<file path="src/rtl/fir_pkg.sv">
// Shared types for the FIR stream sequencer: cache-line geometry and FSM states.
package fir_pkg;
  localparam int LINE_BYTES = 64;
  localparam int LINE_W     = 8 * LINE_BYTES;

  typedef logic [LINE_W-1:0] t_line;

  typedef enum logic [1:0] {
    IDLE  = 2'd0,
    FEED  = 2'd1,
    DRAIN = 2'd2,
    DONE  = 2'd3
  } t_seq_state;
endpackage

</file>
<file path="src/rtl/fir_line_fifo.sv">
// Synchronous cache-line FIFO. A push on a full FIFO is accepted only when a pop
// happens in the same cycle; otherwise the push is ignored (caller flags it).
module fir_line_fifo
  import fir_pkg::*;
#(
  parameter int DEPTH = 2
) (
  input  logic                         clk,
  input  logic                         reset,
  input  logic                         i_push,
  input  t_line                        i_data,
  input  logic                         i_pop,
  output t_line                        o_data,
  output logic                         o_full,
  output logic                         o_empty,
  output logic [$clog2(DEPTH+1)-1:0]   o_count
);
  localparam int AW = (DEPTH > 1) ? $clog2(DEPTH) : 1;
  localparam int CW = $clog2(DEPTH + 1);

  t_line          r_mem [DEPTH];
  logic [AW-1:0]  r_wr_ptr;
  logic [AW-1:0]  r_rd_ptr;
  logic [CW-1:0]  r_count;
  logic           w_do_pop;
  logic           w_do_push;

  function automatic logic [AW-1:0] ptr_next(input logic [AW-1:0] p);
    return (p == AW'(DEPTH - 1)) ? '0 : p + 1'b1;
  endfunction

  assign w_do_pop  = i_pop && (r_count != '0);
  assign w_do_push = i_push && ((r_count != CW'(DEPTH)) || w_do_pop);

  // Pointer and occupancy bookkeeping.
  always_ff @(posedge clk) begin
    if (reset) begin
      r_wr_ptr <= '0;
      r_rd_ptr <= '0;
      r_count  <= '0;
    end else begin
      if (w_do_push) r_wr_ptr <= ptr_next(r_wr_ptr);
      if (w_do_pop)  r_rd_ptr <= ptr_next(r_rd_ptr);
      case ({w_do_push, w_do_pop})
        2'b10:   r_count <= r_count + 1'b1;
        2'b01:   r_count <= r_count - 1'b1;
        default: r_count <= r_count;
      endcase
    end
  end

  // Line storage; contents are only meaningful while counted, so no reset.
  always_ff @(posedge clk) begin
    if (w_do_push) r_mem[r_wr_ptr] <= i_data;
  end

  assign o_data  = r_mem[r_rd_ptr];
  assign o_full  = (r_count == CW'(DEPTH));
  assign o_empty = (r_count == '0);
  assign o_count = r_count;
endmodule

</file>
<file path="src/rtl/fir_stream_sequencer.sv">
// Serializes read-path cache lines byte-by-byte into the FIR, reassembles the
// filtered bytes into lines for the write path, and throttles issue with a byte
// credit counter because the FIR itself cannot be back-pressured.
module fir_stream_sequencer
  import fir_pkg::*;
#(
  parameter int OUT_FIFO_DEPTH = 2,
  parameter int CNT_W          = 32
) (
  input  logic             clk,
  input  logic             reset,
  input  logic             start,
  input  logic [CNT_W-1:0] num_lines,
  input  t_line            line_in,
  input  logic             line_in_valid,
  output logic             line_in_ready,
  output logic [7:0]       fir_data_out,
  output logic             fir_valid_out,
  input  logic [7:0]       fir_data_in,
  input  logic             fir_valid_in,
  output t_line            line_out,
  output logic             line_out_valid,
  input  logic             line_out_ready,
  output logic             busy,
  output logic             done,
  output logic             err_overflow
);
  localparam int LIMIT = OUT_FIFO_DEPTH * LINE_BYTES;
  localparam int OW    = $clog2(LIMIT + LINE_BYTES + 1);
  localparam int BW    = $clog2(LINE_BYTES + 1);
  localparam int IW    = $clog2(LINE_BYTES);
  localparam int FCW   = $clog2(OUT_FIFO_DEPTH + 1);

  t_seq_state       r_state, w_state_nxt;
  logic [CNT_W-1:0] r_num_lines, r_lines_in, r_lines_out;
  t_line            r_ser_line;
  logic [BW-1:0]    r_ser_cnt;
  logic [OW-1:0]    r_outstanding;
  logic             r_fir_valid_out;
  logic [7:0]       r_fir_data_out;
  t_line            r_asm_line;
  logic [IW-1:0]    r_asm_idx;
  t_line            r_push_line;
  logic             r_push_vld;
  logic             r_err;

  logic             w_issue, w_ready, w_accept, w_pop, w_job, w_fir_take;
  logic             w_last_byte, w_err_set, w_busy, w_done;
  t_line            w_fifo_head;
  logic             w_fifo_full, w_fifo_empty;
  logic [FCW-1:0]   w_fifo_count;

  // A byte issues only while credit remains for its eventual slot in the output FIFO.
  assign w_issue     = (r_ser_cnt != '0) && (r_outstanding < OW'(LIMIT));
  // The serializer may reload in the same cycle its last byte issues.
  assign w_ready     = (r_state == FEED) && (r_lines_in < r_num_lines) &&
                       ((r_ser_cnt == '0) || ((r_ser_cnt == BW'(1)) && w_issue));
  assign w_accept    = line_in_valid && w_ready;
  assign w_pop       = line_out_ready && !w_fifo_empty;
  assign w_job       = (r_state == FEED) || (r_state == DRAIN);
  assign w_fir_take  = fir_valid_in && w_job;
  assign w_last_byte = (r_asm_idx == IW'(LINE_BYTES - 1));
  assign w_err_set   = (fir_valid_in && !w_job) || (r_push_vld && w_fifo_full && !w_pop);

  // State register.
  always_ff @(posedge clk) begin
    if (reset) r_state <= IDLE;
    else       r_state <= w_state_nxt;
  end

  // Next-state logic plus the state-decoded status outputs.
  always_comb begin
    w_state_nxt = r_state;
    w_busy      = (r_state != IDLE);
    w_done      = 1'b0;
    case (r_state)
      IDLE:  if (start) w_state_nxt = (num_lines == '0) ? DONE : FEED;
      FEED:  if ((r_lines_in == r_num_lines) && (r_ser_cnt == '0)) w_state_nxt = DRAIN;
      DRAIN: if ((r_lines_out == r_num_lines) && (w_fifo_count == '0)) w_state_nxt = DONE;
      DONE: begin
        w_done      = 1'b1;
        w_state_nxt = IDLE;
      end
      default: w_state_nxt = IDLE;
    endcase
  end

  // Job length latch and line counters, cleared when a job starts.
  always_ff @(posedge clk) begin
    if (reset) begin
      r_num_lines <= '0;
      r_lines_in  <= '0;
      r_lines_out <= '0;
    end else if ((r_state == IDLE) && start) begin
      r_num_lines <= num_lines;
      r_lines_in  <= '0;
      r_lines_out <= '0;
    end else begin
      if (w_accept) r_lines_in  <= r_lines_in + 1'b1;
      if (w_pop)    r_lines_out <= r_lines_out + 1'b1;
    end
  end

  // Serializer occupancy: a load overrides the shift of the byte issuing alongside it.
  always_ff @(posedge clk) begin
    if (reset)         r_ser_cnt <= '0;
    else if (w_accept) r_ser_cnt <= BW'(LINE_BYTES);
    else if (w_issue)  r_ser_cnt <= r_ser_cnt - 1'b1;
  end

  // Serializer shift register; byte 0 sits in the low bits.
  always_ff @(posedge clk) begin
    if (w_accept)     r_ser_line <= line_in;
    else if (w_issue) r_ser_line <= r_ser_line >> 8;
  end

  // Registered issue port toward the FIR.
  always_ff @(posedge clk) begin
    if (reset) begin
      r_fir_valid_out <= 1'b0;
      r_fir_data_out  <= '0;
    end else begin
      r_fir_valid_out <= w_issue;
      if (w_issue) r_fir_data_out <= r_ser_line[7:0];
    end
  end

  // Credit counter: bytes issued but not yet popped from the output FIFO.
  always_ff @(posedge clk) begin
    if (reset) r_outstanding <= '0;
    else       r_outstanding <= r_outstanding + OW'(w_issue) - (w_pop ? OW'(LINE_BYTES) : '0);
  end

  // Assembler control: byte index and the one-cycle push request for a completed line.
  always_ff @(posedge clk) begin
    if (reset) begin
      r_asm_idx  <= '0;
      r_push_vld <= 1'b0;
    end else begin
      r_push_vld <= w_fir_take && w_last_byte;
      if (w_fir_take) r_asm_idx <= w_last_byte ? '0 : r_asm_idx + 1'b1;
    end
  end

  // Assembler data: place each filtered byte, snapshot the line on its last byte.
  always_ff @(posedge clk) begin
    if (w_fir_take) begin
      r_asm_line[8*r_asm_idx +: 8] <= fir_data_in;
      if (w_last_byte) r_push_line <= {fir_data_in, r_asm_line[LINE_W-9:0]};
    end
  end

  // Sticky overflow flag.
  always_ff @(posedge clk) begin
    if (reset)          r_err <= 1'b0;
    else if (w_err_set) r_err <= 1'b1;
  end

  fir_line_fifo #(
    .DEPTH (OUT_FIFO_DEPTH)
  ) u_out_fifo (
    .clk     (clk),
    .reset   (reset),
    .i_push  (r_push_vld),
    .i_data  (r_push_line),
    .i_pop   (w_pop),
    .o_data  (w_fifo_head),
    .o_full  (w_fifo_full),
    .o_empty (w_fifo_empty),
    .o_count (w_fifo_count)
  );

  assign line_in_ready  = w_ready;
  assign fir_data_out   = r_fir_data_out;
  assign fir_valid_out  = r_fir_valid_out;
  assign line_out       = w_fifo_empty ? '0 : w_fifo_head;
  assign line_out_valid = !w_fifo_empty;
  assign busy           = w_busy;
  assign done           = w_done;
  assign err_overflow   = r_err;
endmodule

</file>
<file path="config.mk">
export PLATFORM = sky130hd
export DESIGN_NAME = fir_stream_sequencer
export DESIGN_NICKNAME = d
export VERILOG_FILES = /design/src/rtl/fir_pkg.sv /design/src/rtl/fir_line_fifo.sv /design/src/rtl/fir_stream_sequencer.sv
export SDC_FILE = /design/constraint.sdc
export NUM_CORES = 2
export LEC_CHECK = 0
export ABC_AREA = 1
export CAP_MARGIN = 0
export CORE_ASPECT_RATIO = 1.25
export CORE_UTILIZATION = 51
export CTS_CLUSTER_SIZE = 8
export DETAILED_ROUTE_END_ITERATION = 7
export PLACE_DENSITY = 0.8
export SLEW_MARGIN = 10
export SYNTH_ARGS = -nofsm -noshare
export SYNTH_HDL_FRONTEND = slang
export SYNTH_SLANG_ARGS = --single-unit
</file>
<file path="constraint.sdc">
create_clock -name clk -period 30 [get_ports clk]
set_clock_uncertainty 0.1 [all_clocks]
set_input_delay 7.5 -clock clk [delete_from_list [all_inputs] [get_ports clk]]
set_output_delay 7.5 -clock clk [all_outputs]
set_load 0.005 [all_outputs]
</file>
==> results.tsv <==
stage	metric	value	unit
clock_network	cts.sinks	2687	
timing	grt_setup_unrepaired	false	
drt	firstDrtPassIters	8	
clock_network	root_buffer	clkbuf_16	
drt	wl_per_cell	26.49	µm
yosys	synth_warnings	0	
yosys	syn_area	103200	µm²
pwr	p_total	10.30	mW
timing	worst_pin_slew	1620	ps
floorplanning	die-area	204100	µm²
timing	maxSlewHeadroom	-0.08003	
floorplanning	ios	1084	
worst_setup_path	worst_ep_required_time	30450	ps
global_routing	grt_pass1_vias	68220	
global_routing	grtUsageMet3	0.06555	
global_routing	grtUsageTotal	0.3110	
floorplanning	fp-row-count	184	
yosys	synth_area_leader_cell	edfxtp_1	
timing	fin_crit	13440	ps
timing	whs	217.0	ps
floorplanning	die_h	504.9	µm
outcome	status	finished, violations left	
global_routing	grt_pass1_wl	454400	µm
cells_and_area	area_growth	22.94	%
worst_setup_path	crit_path_end_kind	register	
clock_network	cts_tree	done	
placement	routabilityCongestion	0.9472	
timing	slew_viol_final	114	
floorplanning	start_util	0.5133	
timing	tns	0	ps
clock_network	hold_buffers	0	
timing	finalHoldViolCount	0	
yosys	synthCells	8250	
drt	ant_nets	0	
global_routing	busiest_layer	met2	
worst_setup_path	worst_setup_path_start_kind	primary input	
pwr	cellPowerDensity	81.23	nW/µm²
yosys	synth_area_leaders	edfxtp_1 74%, nand2_1 7.2%, a21oi_1 3.1%	
clock_network	htreeDepth	5	
drt	drcViolationCount	0	
drt	routed_wl	322800	µm
timing	min_period_over_period	0.4480	
yosys	synth_seq_area_share	0.7690	
cells_and_area	final_nets	10010	
yosys	ys_seq_elements	2687	
yosys	netlist.area_leader.share	0.7428	
drt	via_count	69630	
drt	drtIter0Drc	9028	
floorplanning	die_w	404.3	µm
placement	dpl.hpwl	214100	µm
yosys	syn_area_per_cell	12.51	µm²
clock_network	clk_latency	970	ps
pwr	ir_drop	119.8	µV
timing	fmax	74.40	MHz
cells_and_area	fillers	13960	
cells_and_area	drive_gt1_frac	0.05791	
hold_path	hp-class	reg2reg	
yosys	synth_edf_count	2552	
timing	setup_viol	0	
outcome	failed_checks	slew limit	
worst_setup_path	arrival	13890	ps
floorplanning	core	201000	µm²
clock_network	ctsResizeCount	0	
global_routing	use_met2	0.5191	
global_routing	antenna_found_initial	40	
drt	vias_per_cell	5.715	
placement	io_buffer_count	1083	
global_routing	grt_max_degree	213	
clock_network	numCtsBuffers	386	
run	max_cap_violations	0	
clock_network	clkTransAtPathRegs	60	ps
clock_network	post_cts_buffers	0	
global_routing	grtUsageMet1	0.3529	
worst_setup_path	cp_max_fo	183	
global_routing	gr-total-overflow	0	
yosys	synthFlopType	edfxtp_1	
yosys	async_reset_ff_frac	0	
yosys	synth_cell_types	44	
clock_network	cts_max_path_buffers	4	
worst_setup_path	worst-setup-path-type	in2reg	
pwr	leakage	46.93	nW
yosys	synth.net_count	8863	
-- state kept, by name, summed over array words and instances, names as in the netlist, named ones only --
name	flops
fir_data_out	8
r_push_vld	1
r_ser_cnt	7
r_lines_in	32
r_state	2
r_push_line	512
r_lines_out	32
u_out_fifo.r_rd_ptr	1
r_asm_idx	6
r_outstanding	8
u_out_fifo.r_mem	1024
r_num_lines	32
u_out_fifo.o_count	2
r_asm_line	504
u_out_fifo.r_wr_ptr	1
r_ser_line	512
fir_valid_out	1
err_overflow	1
-- area by class of cell --
class	count	area [µm²]	share of cell area
clock inverter	12	175.2	0.001381
clock buffer	459	10010	0.07890
sequential	2687	79340	0.6255
tap	2697	3374	0.02660
antenna	7	17.52	0.0001381
inverter	765	2889	0.02278
multi-input combinational	4384	19420	0.1531
timing repair buffer	1173	11620	0.09158
-- logic make-up after synthesis --
group           after synthesis  synth area share
buf+inv                    1179           0.04427
flops                      2687            0.7690
xor+xnor                     48          0.004075
simple gates               3055            0.1161
fa+ha+maj                    55          0.006670
compound gates             1226           0.05984
-- report_power, final --
part / switching (mW) / total, mW / internal (mW)
logic: 1.13 / 1.50 / 0.369
registers: 0.201 / 4.99 / 4.79
clock network: 1.51 / 3.81 / 2.30
-- cells in the final DEF (no fill, tap or decap), types with 53 or more instances in the layout --
master and count:
edfxtp_1 2552, dfxtp_1 134, o21ai_1 160, nor2_1 800, nand2_1 1984, nor3_1 53
clkbuf_16 389, clkdlybuf4s50_1 1083, nand4_1 63, o21ai_0 417, a21oi_1 632, nand3_1 90
ha_1 54, buf_4 82, clkbuf_1 69, inv_1 753
-- per-layer routing --
metal | wire (µm) | share of wire | up-vias
met2 | 157300 | 0.49 | 5037
met5 | 156 | 0.00048 | -
li1 | - | - | 30310
met4 | 27810 | 0.086 | 22
met1 | 103000 | 0.32 | 33300
met3 | 34450 | 0.11 | 960
-- worst max-delay path: stages --
cell	delay, ps
clkdlybuf4s50_1	470
buf_4	340
nand3_4	570
nand2_4	1100
buf_12	720
buf_4	890
buf_4	840
buf_4	1030
-- final timing paths --
check        slack [ps]                    endpoint                    startpoint  depth (start not counted)
max reg2reg       21950   r_ser_line[274]$_DFFE_PP_  r_num_lines[31]$_SDFFE_PP0P_                         14
min reg2reg         220  r_push_line[269]$_DFFE_PP_     r_asm_line[269]$_DFFE_PP_                          0
max               16560   r_ser_line[274]$_DFFE_PP_                 line_in_valid                          8
min                 220  r_push_line[269]$_DFFE_PP_     r_asm_line[269]$_DFFE_PP_                          0
-- cell usage after synthesis, types with 2 or more instances --
cell and n:
nor2_1 804, nor3_2 2, o22ai_1 2, a21oi_1 632, o21ai_1 160, inv_1 756, nand3b_1 11, a31oi_1 4
buf_6 12, buf_2 34, xor2_1 32, clkbuf_1 330, nor3_1 70, nor2_4 2, buf_1 35, inv_2 8
nand3_1 91, or2_2 2, nand2_1 1987, nand2_2 2, dfxtp_1 135, nor3b_1 3, nor4_1 3, nand4_1 63
o31ai_1 2, buf_4 2, nor2_2 10, xnor2_1 16, ha_1 55, o21ai_0 417, edfxtp_1 2552, a211oi_1 4
-- per-stage QoR --
stage            util  setup WS (ps)  cell area (µm²)  cells
2_1_floorplan       -           8224           103200   8250
4_1_cts        0.6309          16620           126800  12180
3_5_place_dp   0.5803          15610           116600  11710
5_1_grt        0.6310          16150           126800  12180
6_report       0.6311          16560           126800  12180
3_3_place_gp   0.5803          15780           116600  11710
No activity file was read; power rests on OpenSTA's default activity.
